### src/rtl/turn_controller_pkg.sv
// Shared types for the naval-battle turn controller: FSM state codes,
// board geometry and the row/column to cell-bit mapping.
package turn_pkg;

    localparam int ROWS  = 7;
    localparam int COLS  = 5;
    localparam int CELLS = 35;

    typedef enum logic [2:0] {
        IDLE   = 3'd0,
        AIM    = 3'd1,
        CHECK  = 3'd2,
        RESULT = 3'd3,
        WON    = 3'd4,
        LOST   = 3'd5
    } state_t;

    function automatic logic [5:0] cell_index(input logic [2:0] row, input logic [2:0] col);
        return 6'(row * COLS + col);
    endfunction

endpackage

### src/rtl/turn_controller_btn_debounce.sv
// Fire button conditioning: 2-flop synchroniser, stability counter and a
// one-cycle pulse on the debounced press (high-to-low) edge.
module btn_debounce #(
    parameter int DEBOUNCE_CYCLES = 250000
) (
    input  logic clk,
    input  logic rst,
    input  logic btn,
    output logic press
);

    localparam int CNT_W = $clog2(DEBOUNCE_CYCLES + 1);

    logic [1:0]       sync;
    logic             level;
    logic [CNT_W-1:0] cnt;

    // The button is active-low, so "released" is the all-ones reset state.
    always_ff @(posedge clk or negedge rst) begin
        if (!rst) begin
            sync  <= 2'b11;
            level <= 1'b1;
            cnt   <= '0;
            press <= 1'b0;
        end else begin
            sync  <= {sync[0], btn};
            press <= 1'b0;
            if (sync[1] == level) begin
                cnt <= '0;
            end else if (cnt == CNT_W'(DEBOUNCE_CYCLES - 1)) begin
                level <= sync[1];
                cnt   <= '0;
                press <= ~sync[1];
            end else begin
                cnt <= cnt + 1'b1;
            end
        end
    end

endmodule

### src/rtl/turn_controller.sv
// One game turn of the 7x5 naval-battle board: fire debounce, shot FSM,
// score state and multiplexed LED matrix scan. Optional macro: CURSOR_BLINK_EN.
module turn_controller
    import turn_pkg::*;
#(
    parameter int DEBOUNCE_CYCLES = 250000,
    parameter int MAX_SHOTS       = 20,
    parameter int RESULT_CYCLES   = 25000000,
    parameter int SCAN_DIV        = 50000
) (
    input  logic                           clk,
    input  logic                           rst,
    input  logic                           mode,
    input  logic [2:0]                     row_sel,
    input  logic [2:0]                     col_sel,
    input  logic                           fire_btn,
    input  logic [34:0]                    ship_map,
    output logic [34:0]                    shot_map,
    output logic [34:0]                    hit_map,
    output logic                           led_hit,
    output logic                           led_miss,
    output logic [$clog2(MAX_SHOTS+1)-1:0] shots_left,
    output logic [5:0]                     hits,
    output logic [2:0]                     state,
    output logic                           game_over,
    output logic [6:0]                     mat_rows,
    output logic [4:0]                     mat_cols
);

    localparam int SHOT_W = $clog2(MAX_SHOTS + 1);
    localparam int RES_W  = $clog2(RESULT_CYCLES + 1);
    localparam int DIV_W  = $clog2(SCAN_DIV + 1);

    state_t           state_q, state_d;
    logic [34:0]      ship_q;
    logic [5:0]       sel_idx, aim_idx, slice_base;
    logic             in_range, fire_pulse, fire_ok, res_done, won;
    logic [RES_W-1:0] res_cnt;
    logic [DIV_W-1:0] div_cnt;
    logic [2:0]       row_q;
    logic [4:0]       cols_d;

    btn_debounce #(.DEBOUNCE_CYCLES(DEBOUNCE_CYCLES)) u_debounce (
        .clk   (clk),
        .rst   (rst),
        .btn   (fire_btn),
        .press (fire_pulse)
    );

    assign sel_idx   = cell_index(row_sel, col_sel);
    assign in_range  = (row_sel < 3'(ROWS)) && (col_sel < 3'(COLS));
    assign fire_ok   = fire_pulse && in_range && !shot_map[sel_idx];
    assign res_done  = (res_cnt == RES_W'(RESULT_CYCLES - 1));
    assign won       = (ship_q != '0) && ((ship_q & ~hit_map) == '0);
    assign state     = state_q;
    assign game_over = (state_q == WON) || (state_q == LOST);

    always_ff @(posedge clk or negedge rst) begin
        if (!rst) state_q <= IDLE;
        else      state_q <= state_d;
    end

    always_comb begin
        state_d = state_q;
        case (state_q)
            IDLE:    if (mode) state_d = AIM;
            AIM:     if (fire_ok) state_d = CHECK;
            CHECK:   state_d = RESULT;
            RESULT: begin
                if (res_done) begin
                    if (won)                   state_d = WON;
                    else if (shots_left == '0) state_d = LOST;
                    else                       state_d = AIM;
                end
            end
            default: state_d = state_q;
        endcase
        // Leaving play mode aborts whatever turn is in flight.
        if (!mode) state_d = IDLE;
    end

    always_ff @(posedge clk or negedge rst) begin
        if (!rst) begin
            shot_map   <= '0;
            hit_map    <= '0;
            ship_q     <= '0;
            led_hit    <= 1'b0;
            led_miss   <= 1'b0;
            shots_left <= SHOT_W'(MAX_SHOTS);
            hits       <= '0;
            res_cnt    <= '0;
            aim_idx    <= '0;
        end else if (!mode) begin
            shot_map   <= '0;
            hit_map    <= '0;
            led_hit    <= 1'b0;
            led_miss   <= 1'b0;
            shots_left <= SHOT_W'(MAX_SHOTS);
            hits       <= '0;
            res_cnt    <= '0;
        end else begin
            case (state_q)
                IDLE: ship_q <= ship_map;
                // Cell is captured on the accepting edge so later aim moves cannot retarget it.
                AIM:  aim_idx <= sel_idx;
                CHECK: begin
                    shot_map[aim_idx] <= 1'b1;
                    shots_left        <= shots_left - 1'b1;
                    if (ship_q[aim_idx]) begin
                        hit_map[aim_idx] <= 1'b1;
                        hits             <= hits + 1'b1;
                        led_hit          <= 1'b1;
                    end else begin
                        led_miss <= 1'b1;
                    end
                end
                RESULT: begin
                    if (res_done) begin
                        res_cnt  <= '0;
                        led_hit  <= 1'b0;
                        led_miss <= 1'b0;
                    end else begin
                        res_cnt <= res_cnt + 1'b1;
                    end
                end
                default: ;
            endcase
        end
    end

`ifdef CURSOR_BLINK_EN
    logic [21:0] blink_cnt;
    logic        blink;

    always_ff @(posedge clk or negedge rst) begin
        if (!rst) begin
            blink_cnt <= '0;
            blink     <= 1'b0;
        end else begin
            blink_cnt <= blink_cnt + 1'b1;
            if (&blink_cnt) blink <= ~blink;
        end
    end
`endif

    always_comb begin
        slice_base = cell_index(row_q, 3'd0);
        cols_d     = '0;
        case (state_q)
            AIM, CHECK, RESULT: cols_d = shot_map[slice_base +: 5];
            WON:                cols_d = 5'b11111;
            LOST:               cols_d = ship_q[slice_base +: 5];
            default:            cols_d = '0;
        endcase
`ifdef CURSOR_BLINK_EN
        if (state_q == AIM && in_range && row_sel == row_q)
            cols_d = cols_d ^ (5'(blink) << col_sel);
`endif
    end

    always_ff @(posedge clk or negedge rst) begin
        if (!rst) begin
            div_cnt  <= '0;
            row_q    <= '0;
            mat_rows <= 7'b0000001;
            mat_cols <= '0;
        end else begin
            if (div_cnt == DIV_W'(SCAN_DIV - 1)) begin
                div_cnt <= '0;
                row_q   <= (row_q == 3'(ROWS - 1)) ? 3'd0 : row_q + 3'd1;
            end else begin
                div_cnt <= div_cnt + 1'b1;
            end
            mat_rows <= 7'b0000001 << row_q;
            mat_cols <= cols_d;
        end
    end

endmodule

### config.mk
export PLATFORM = sky130hd
export DESIGN_NAME = turn_controller
export DESIGN_NICKNAME = d
export VERILOG_FILES = /design/src/rtl/turn_controller_pkg.sv /design/src/rtl/turn_controller_btn_debounce.sv /design/src/rtl/turn_controller.sv
export SDC_FILE = /design/constraint.sdc
export NUM_CORES = 1
export LEC_CHECK = 0
export ABC_AREA = 1
export BUFFER_PORTS_ARGS = -buffer_cell sky130_fd_sc_hd__buf_2
export CORE_ASPECT_RATIO = 2
export CORE_MARGIN = 10
export CORE_UTILIZATION = 59
export DETAILED_ROUTE_END_ITERATION = 8
export HOLD_SLACK_MARGIN = 0.15
export PLACE_DENSITY = 0.81
export SLEW_MARGIN = 20
export SYNTH_ARGS = -nofsm -noshare
export SYNTH_HDL_FRONTEND = slang
export SYNTH_SLANG_ARGS = --single-unit
### constraint.sdc
create_clock -name clk -period 2.3 [get_ports clk]
set_input_delay 0.115 -clock clk [delete_from_list [all_inputs] [get_ports clk]]
set_output_delay 0.115 -clock clk [all_outputs]
set_load 0.03 [all_outputs]
Word level (Yosys, flattened, before mapping) --
Index checks and enable logic that the tools add are counted.
Operators by class: $add $sub $neg 7, multiplexer cells 39, shift-type cells 3, equality and inequality tests 19, $mul 2, reduce and logical (&&, ||, !) cells 19, bitwise operators 6, order comparisons 5
Operators by type and width (count):
- 2-to-1 mux 35 bit | 5
- 2-to-1 mux 25 bit | 3
- OR 35 bit | 2
- variable part select 35 x 7 -> 5 bit | 2
- 2-to-1 mux 18 bit | 2
- bitwise AND 35 bit | 1
- zero test 35 bit | 1
- NOT 35 bit | 1
- nonzero test 35 bit | 1
- adder 25 x 1 -> 25 bit (second input constant) | 1
- == test 25 bit (second input constant) | 1
- adder 18 x 1 -> 18 bit (second input constant) | 1
- == test 18 bit (second input constant) | 1
- 2-to-1 mux 3 bit | 6
- 2-to-1 mux 6 bit | 3
- adder 16 x 1 -> 16 bit (second input constant) | 1
- == test 16 bit (second input constant) | 1
- 2-to-1 mux 16 bit | 1
- one-hot mux 5 bit (3 select lines) | 1
- < comparator 6 x 7 -> 1 bit (second input constant) | 2
- binary-select mux 1 bit (select 6 bit) | 2
- multiplier 3 x 3 -> 6 bit (second input constant) | 2
- != test 3 bit (second input constant) | 4
- one-hot mux 3 bit (4 select lines) | 1
- other kinds (27) | 54
Word-level totals: bits of input ports 45, flip-flop bits (word level) 205

Depth between registers and ports, before layout --
depth after elaboration 9, gate-level depth with buffers 15, depth with buffers taken out 15

Hierarchy --
From an unflattened synthesis, not the netlist that was laid out.
Second synthesis, totals: cell total of the unflattened synthesis 1568, area total of the unflattened synthesis 11549.8 um2
Modules (own cells, without submodules):
- turn_controller | cells an instance 1419, times used 1, area an instance 10366.2 um2, seq. area each 4583.1 um2
- btn_debounce | cells an instance 149, times used 1, area an instance 1183.6 um2, seq. area each 554.3 um2

Worst setup path before layout --
Ideal clock, no wire load.
path kind input-to-reg, start input row_sel[0], end register state_q[0] (netlist: state[0]), data required time 2.181 ns, cell stages on the path 14, setup slack 0.111 ns, arrival time 2.071 ns, buffers on the path 0, setup time 0.119 ns, cells stage by stage ha_1 -> ha_1 -> inv_1 -> fa_1 -> xnor2_1 -> inv_1 -> nand4_1 -> nor2_1 -> a21oi_1 -> nand2_1 -> nand2_1 -> nand2_1 -> nand2_1 -> nand2_1
Between the ends: word-level cells in the longest chain between the ends 8
RTL lines:
- from (decl) | line turn_controller.sv:14 | input logic [2:0] row_sel,
- multiplier 3 x 3 -> 6 bit | line turn_controller_pkg.sv:19 | return 6'(row * COLS + col);
- adder 6 x 3 -> 6 bit | line turn_controller_pkg.sv:19
- binary-select mux 1 bit (select 6 bit) | line turn_controller.sv:52 | assign fire_ok = fire_pulse && in_range && !shot_map[sel_idx];
- 2-to-1 mux 1 bit (implied by the code) | line turn_controller.sv:52
- zero test 1 bit | line turn_controller.sv:52
- logical AND 1 bit (*) | line turn_controller.sv:52
- != test 3 bit (no source line) (*)
- AND reduction 3 bit (no source line) (*)
- to (signal assigned) | line turn_controller.sv:60 | else state_q <= state_d;
- to (decl) | line turn_controller.sv:34 | state_t state_q, state_d;
Mark *: on every way between the ends. The rest lies on a longest branch, timed or not. The select of a mux whose other input is x is not followed. A chain may end at the register's enable or synchronous reset.

Final worst setup path --
start register aim_idx[2], end register hit_map[4]
Between the ends: word-level cells in the longest chain between the ends 8
RTL lines:
- from (decl) | line turn_controller.sv:36 | logic [5:0] sel_idx, aim_idx, slice_base;
- from (signal assigned) | line turn_controller.sv:105 | AIM: aim_idx <= sel_idx;
- < comparator 6 x 7 -> 1 bit (implied by the code) or greater-or-equal comparator 6 x 1 -> 1 bit (tied branches) | line turn_controller.sv:110 | hit_map[aim_idx] <= 1'b1;
- logical AND 1 bit (implied by the code) | line turn_controller.sv:110
- 2-to-1 mux 1 bit (implied by the code) | line turn_controller.sv:110
- demux 1 bit (select 6 bit) | line turn_controller.sv:110
- OR 35 bit (no source line)
- 2-to-1 mux 35 bit | line turn_controller.sv:109 | if (ship_q[aim_idx]) begin
- 2-to-1 mux 35 bit | line turn_controller.sv:102 | case (state_q)
- 2-to-1 mux 35 bit | line turn_controller.sv:93 | end else if (!mode) begin
- to (signal assigned) | line turn_controller.sv:85 | hit_map <= '0;
- to (signal assigned) | line turn_controller.sv:95 | hit_map <= '0;
- to (signal, indexed assignment) | line turn_controller.sv:110
- to (decl) | line turn_controller.sv:19 | output logic [34:0] hit_map,
Parallel ways exist; a longest one is shown, timed or not. The select of a mux whose other input is x is not followed.

==> flow_summary.toml <==
[run_status]
outcome = "complete, no violations"

[die]
rows = 70
io_pins = 144
fp.dieW_um = 117
dieArea_um2 = 25000
fp.coreArea_um2 = 18400
initial_utilization_pct = 60.2
die_h_um = 214

[cts]
postCtsSetupBuffers = 0
path_clk_slew_ns = 0.07
cts_buffers = 20
cts-htree-levels = 1
clockBufferDepth = 3
clk_latency_ns = 0.51
cts-root-buf = "clkbuf_16"
cts_tree = "built"
clock_sinks = 205

[detailed_routing]
drc = 0
first_pass_iters = 6
viasPerCell = 5.91
wl_per_cell_um = 21.6
vias = 11200
drt_first_iter_violations = 1021
wl_mm = 40.9
ant_nets = 0

[placed_design]
place_area_um2 = 12200
hpwl_mm = 30.2
portBuffers = 143
place_inst = 1817
gp_congestion = 1.02

[timing]
hold_viol_final = 0
slew-limit-headroom_pct = 55.9
finalHoldWorstSlack_ns = 0.219
skew_ns = 0.0148
timing.fmax_mhz = 461
tightest_slew_ns = 0.662
rsz0062_at_grt = "false"
setup-tns-final_ns = 0
fin_crit_sh_pct = 94.4
period_minus_slack_ns = 2.17
drv_slew = 0
finalSetupViolCount = 0

[critical_path]
critPathSlowestCell = "dfrtp_1"
reg2reg_to = "hit_map[4]"
r2r_cells = 12
reg2reg_setup_slack_ns = 0.13
worstSetupPathDepth = 12
crit_required_ns = 2.68
worstSetupEndpointType = "register"
startpoint_type = "register"
crit_family = "simple AND/OR/NAND/NOR gates"
crit_buf_inv = 3
arrival_ns = 2.55
max_stage_delay_ns = 0.55
reg2reg_from = "aim_idx[2]"
path_cells = "inv_2 -> nand2_2 -> inv_2 -> nand3_1 -> nand2_1 -> nor2_1 -> nor2_1 -> nor2_2 -> nand4_4 -> buf_4 -> nand3_1 -> a21oi_1"
worstPathMaxFanout = 13
crit_type = "register to register"

[flow_run]
max_cap_viol_count = 0

[logic_synthesis]
synth_cells = 1460
async_flop_share_pct = 100
synth_area_per_cell_um2 = 7.59
seq_area_frac_synth_pct = 46.4
yosys_warnings = 0
muxShareOfSynthArea_pct = 0.802
synth_flop_cell = "dfrtp_1"
synth_compound_area_share_pct = 13.1
synth-simple-area-share_pct = 26.2
synth_top_family_by_area = "simple AND/OR/NAND/NOR gates"
yosys_register_bits = 205
syn_area_um2 = 11100
synth-xor-area-share_pct = 1.98
synth_fa_ha_area_share_pct = 1.99
syn_nets = 1522
synth_edf_count = 0
synth_cell_types = 47

[global_route]
grt_pass1_wl_mm = 62.7
grt_pass1_vias = 11400
antenna_found_initial = 1
grt_max_degree = 115
grt_use_total_pct = 32.9
grt-ovfl-total = 0

[finish]
multi_input_area_um2 = 4890
layout.nets = 1723
synthToLayoutAreaGrowth_pct = 19.9
fill_cells = 1518
regArea_um2 = 5140
drive_above_1_share_pct = 15.2
fin_cells = 1892
stdcell_area_um2 = 13300

[worst_hold_path]
hold_path_class = "primary input to asynchronous set/reset pin"

[pwr]
totalPowerFinal_mw = 12.3
p_per_area_nw_per_um2 = 922
p_leak_nw = 6.52
ir_drop_mv = 0.704
-- worst reg2reg max path: stages (launching register included) --
cell and delay (ns):
dfrtp_1 0.55, inv_2 0.11, nand2_2 0.10, inv_2 0.06, nand3_1 0.06, nand2_1 0.05, nor2_1 0.13, nor2_1 0.07
nor2_2 0.15, nand4_4 0.26, buf_4 0.26, nand3_1 0.15, a21oi_1 0.09
-- how the worst max path moves through the flow --
stage / from / to / slack, ns
2_1_floorplan: row_sel[0] / state[0] / 0.11
4_1_cts: aim_idx[0] / hit_map[4] / 0.14
3_5_place_dp: row_sel[0] / state[2] / -0.14
3_3_place_gp: row_sel[0] / state[1] / -0.1
5_1_grt: u_debounce.cnt[0] / u_debounce.cnt[16] / 0.0003
6_report: aim_idx[2] / hit_map[4] / 0.13
-- Yosys cell counts (5+ instances only) --
cell,number,area [um2]
buf_2,17,85.1
buf_6,6,67.6
ha_1,16,200
nor3_1,27,135
a21oi_1,108,541
xor2_1,19,166
o211ai_1,12,90.1
inv_1,203,762
o22ai_1,16,100
nand2_1,297,1110
nor4_1,11,68.8
nand3b_1,5,37.5
mux2_2,7,78.8
dfstp_2,6,158
o21ai_0,113,566
xnor2_1,6,52.6
dfrtp_1,199,4980
nand3_1,123,616
nor2_1,171,642
a31oi_1,5,31.3
clkbuf_1,21,78.8
nand4_1,29,181
-- registers in the layout, indices dropped and copies added (netlist names) --
register	cells
row_q	3
hit_map	35
u_debounce.level	1
div_cnt	16
u_debounce.cnt	18
shot_map	35
led_hit	1
res_cnt	25
u_debounce.sync	2
aim_idx	6
shots_left	5
hits	6
mat_cols	5
u_debounce.press	1
state	3
mat_rows	7
ship_q	35
led_miss	1
-- cells by family (layout without fill, tap and decap cells) --
logic type      count (synthesis)  after routing
fa+ha+maj                      17             17
mux                             8              8
other cells                     0              1
buf+inv                       261            476
compound gates                269            269
simple gates                  675            675
flops                         205            205
xor+xnor                       25             25
-- per-layer routing --
layer  up-vias  GRT usage, %  wire [um]
met5         -             0          0
met4         0          30.8       4460
met3       214          5.68       2560
met2       557          57.4      21100
met1      5246          31.3      12800
li1       5162             -          -
-- final cells by class --
cell class / count / share of cell area, %
Sequential cell: 205 / 38.7
Multi-Input combinational cell: 994 / 36.8
Timing Repair Buffer: 231 / 11.5
Inverter: 209 / 5.93
Clock buffer: 32 / 4.64
Tap cell: 216 / 2.03
Clock inverter: 4 / 0.377
Antenna cell: 1 / 0.0188
-- through the flow --
stage               utilization (%)  setup WS [ns]
floorplan                         -          0.111
global placement               66.5        -0.0955
detailed placement             66.5         -0.142
CTS                            72.2          0.141
global route                   72.2       0.000339
finish                         72.3          0.130
-- power by group --
part	internal (mW)	switching (mW)	total [mW]	leakage [nW]
registers	4.05	0.509	4.56	2.71
logic	1.34	2.95	4.29	3.49
clock network	1.95	1.45	3.40	0.320
total	7.34	4.91	12.3	6.52
-- repair_timing --
item / in CTS / in global routing
resized for setup: 0 / 4
hold buffers: 38 / 0
hold endpoints to repair: 251 / 0
setup endpoints to repair: 0 / 28
-- cells in the final DEF, fill, tap and decap left out, types with 7 or more instances in the layout --
master         instances
a21oi_1              108
buf_2                142
buf_4                 45
clkbuf_16             21
dfrtp_1              198
dlygate4sd3_1         38
ha_1                  16
inv_1                201
mux2_2                 7
nand2_1              296
nand3_1              123
nand4_1               29
nor2_1               171
nor3_1                27
nor4_1                10
o211ai_1              12
o21ai_0              113
o22ai_1               16
xor2_1                19
Note: power is estimated with default switching activity, not from simulation.
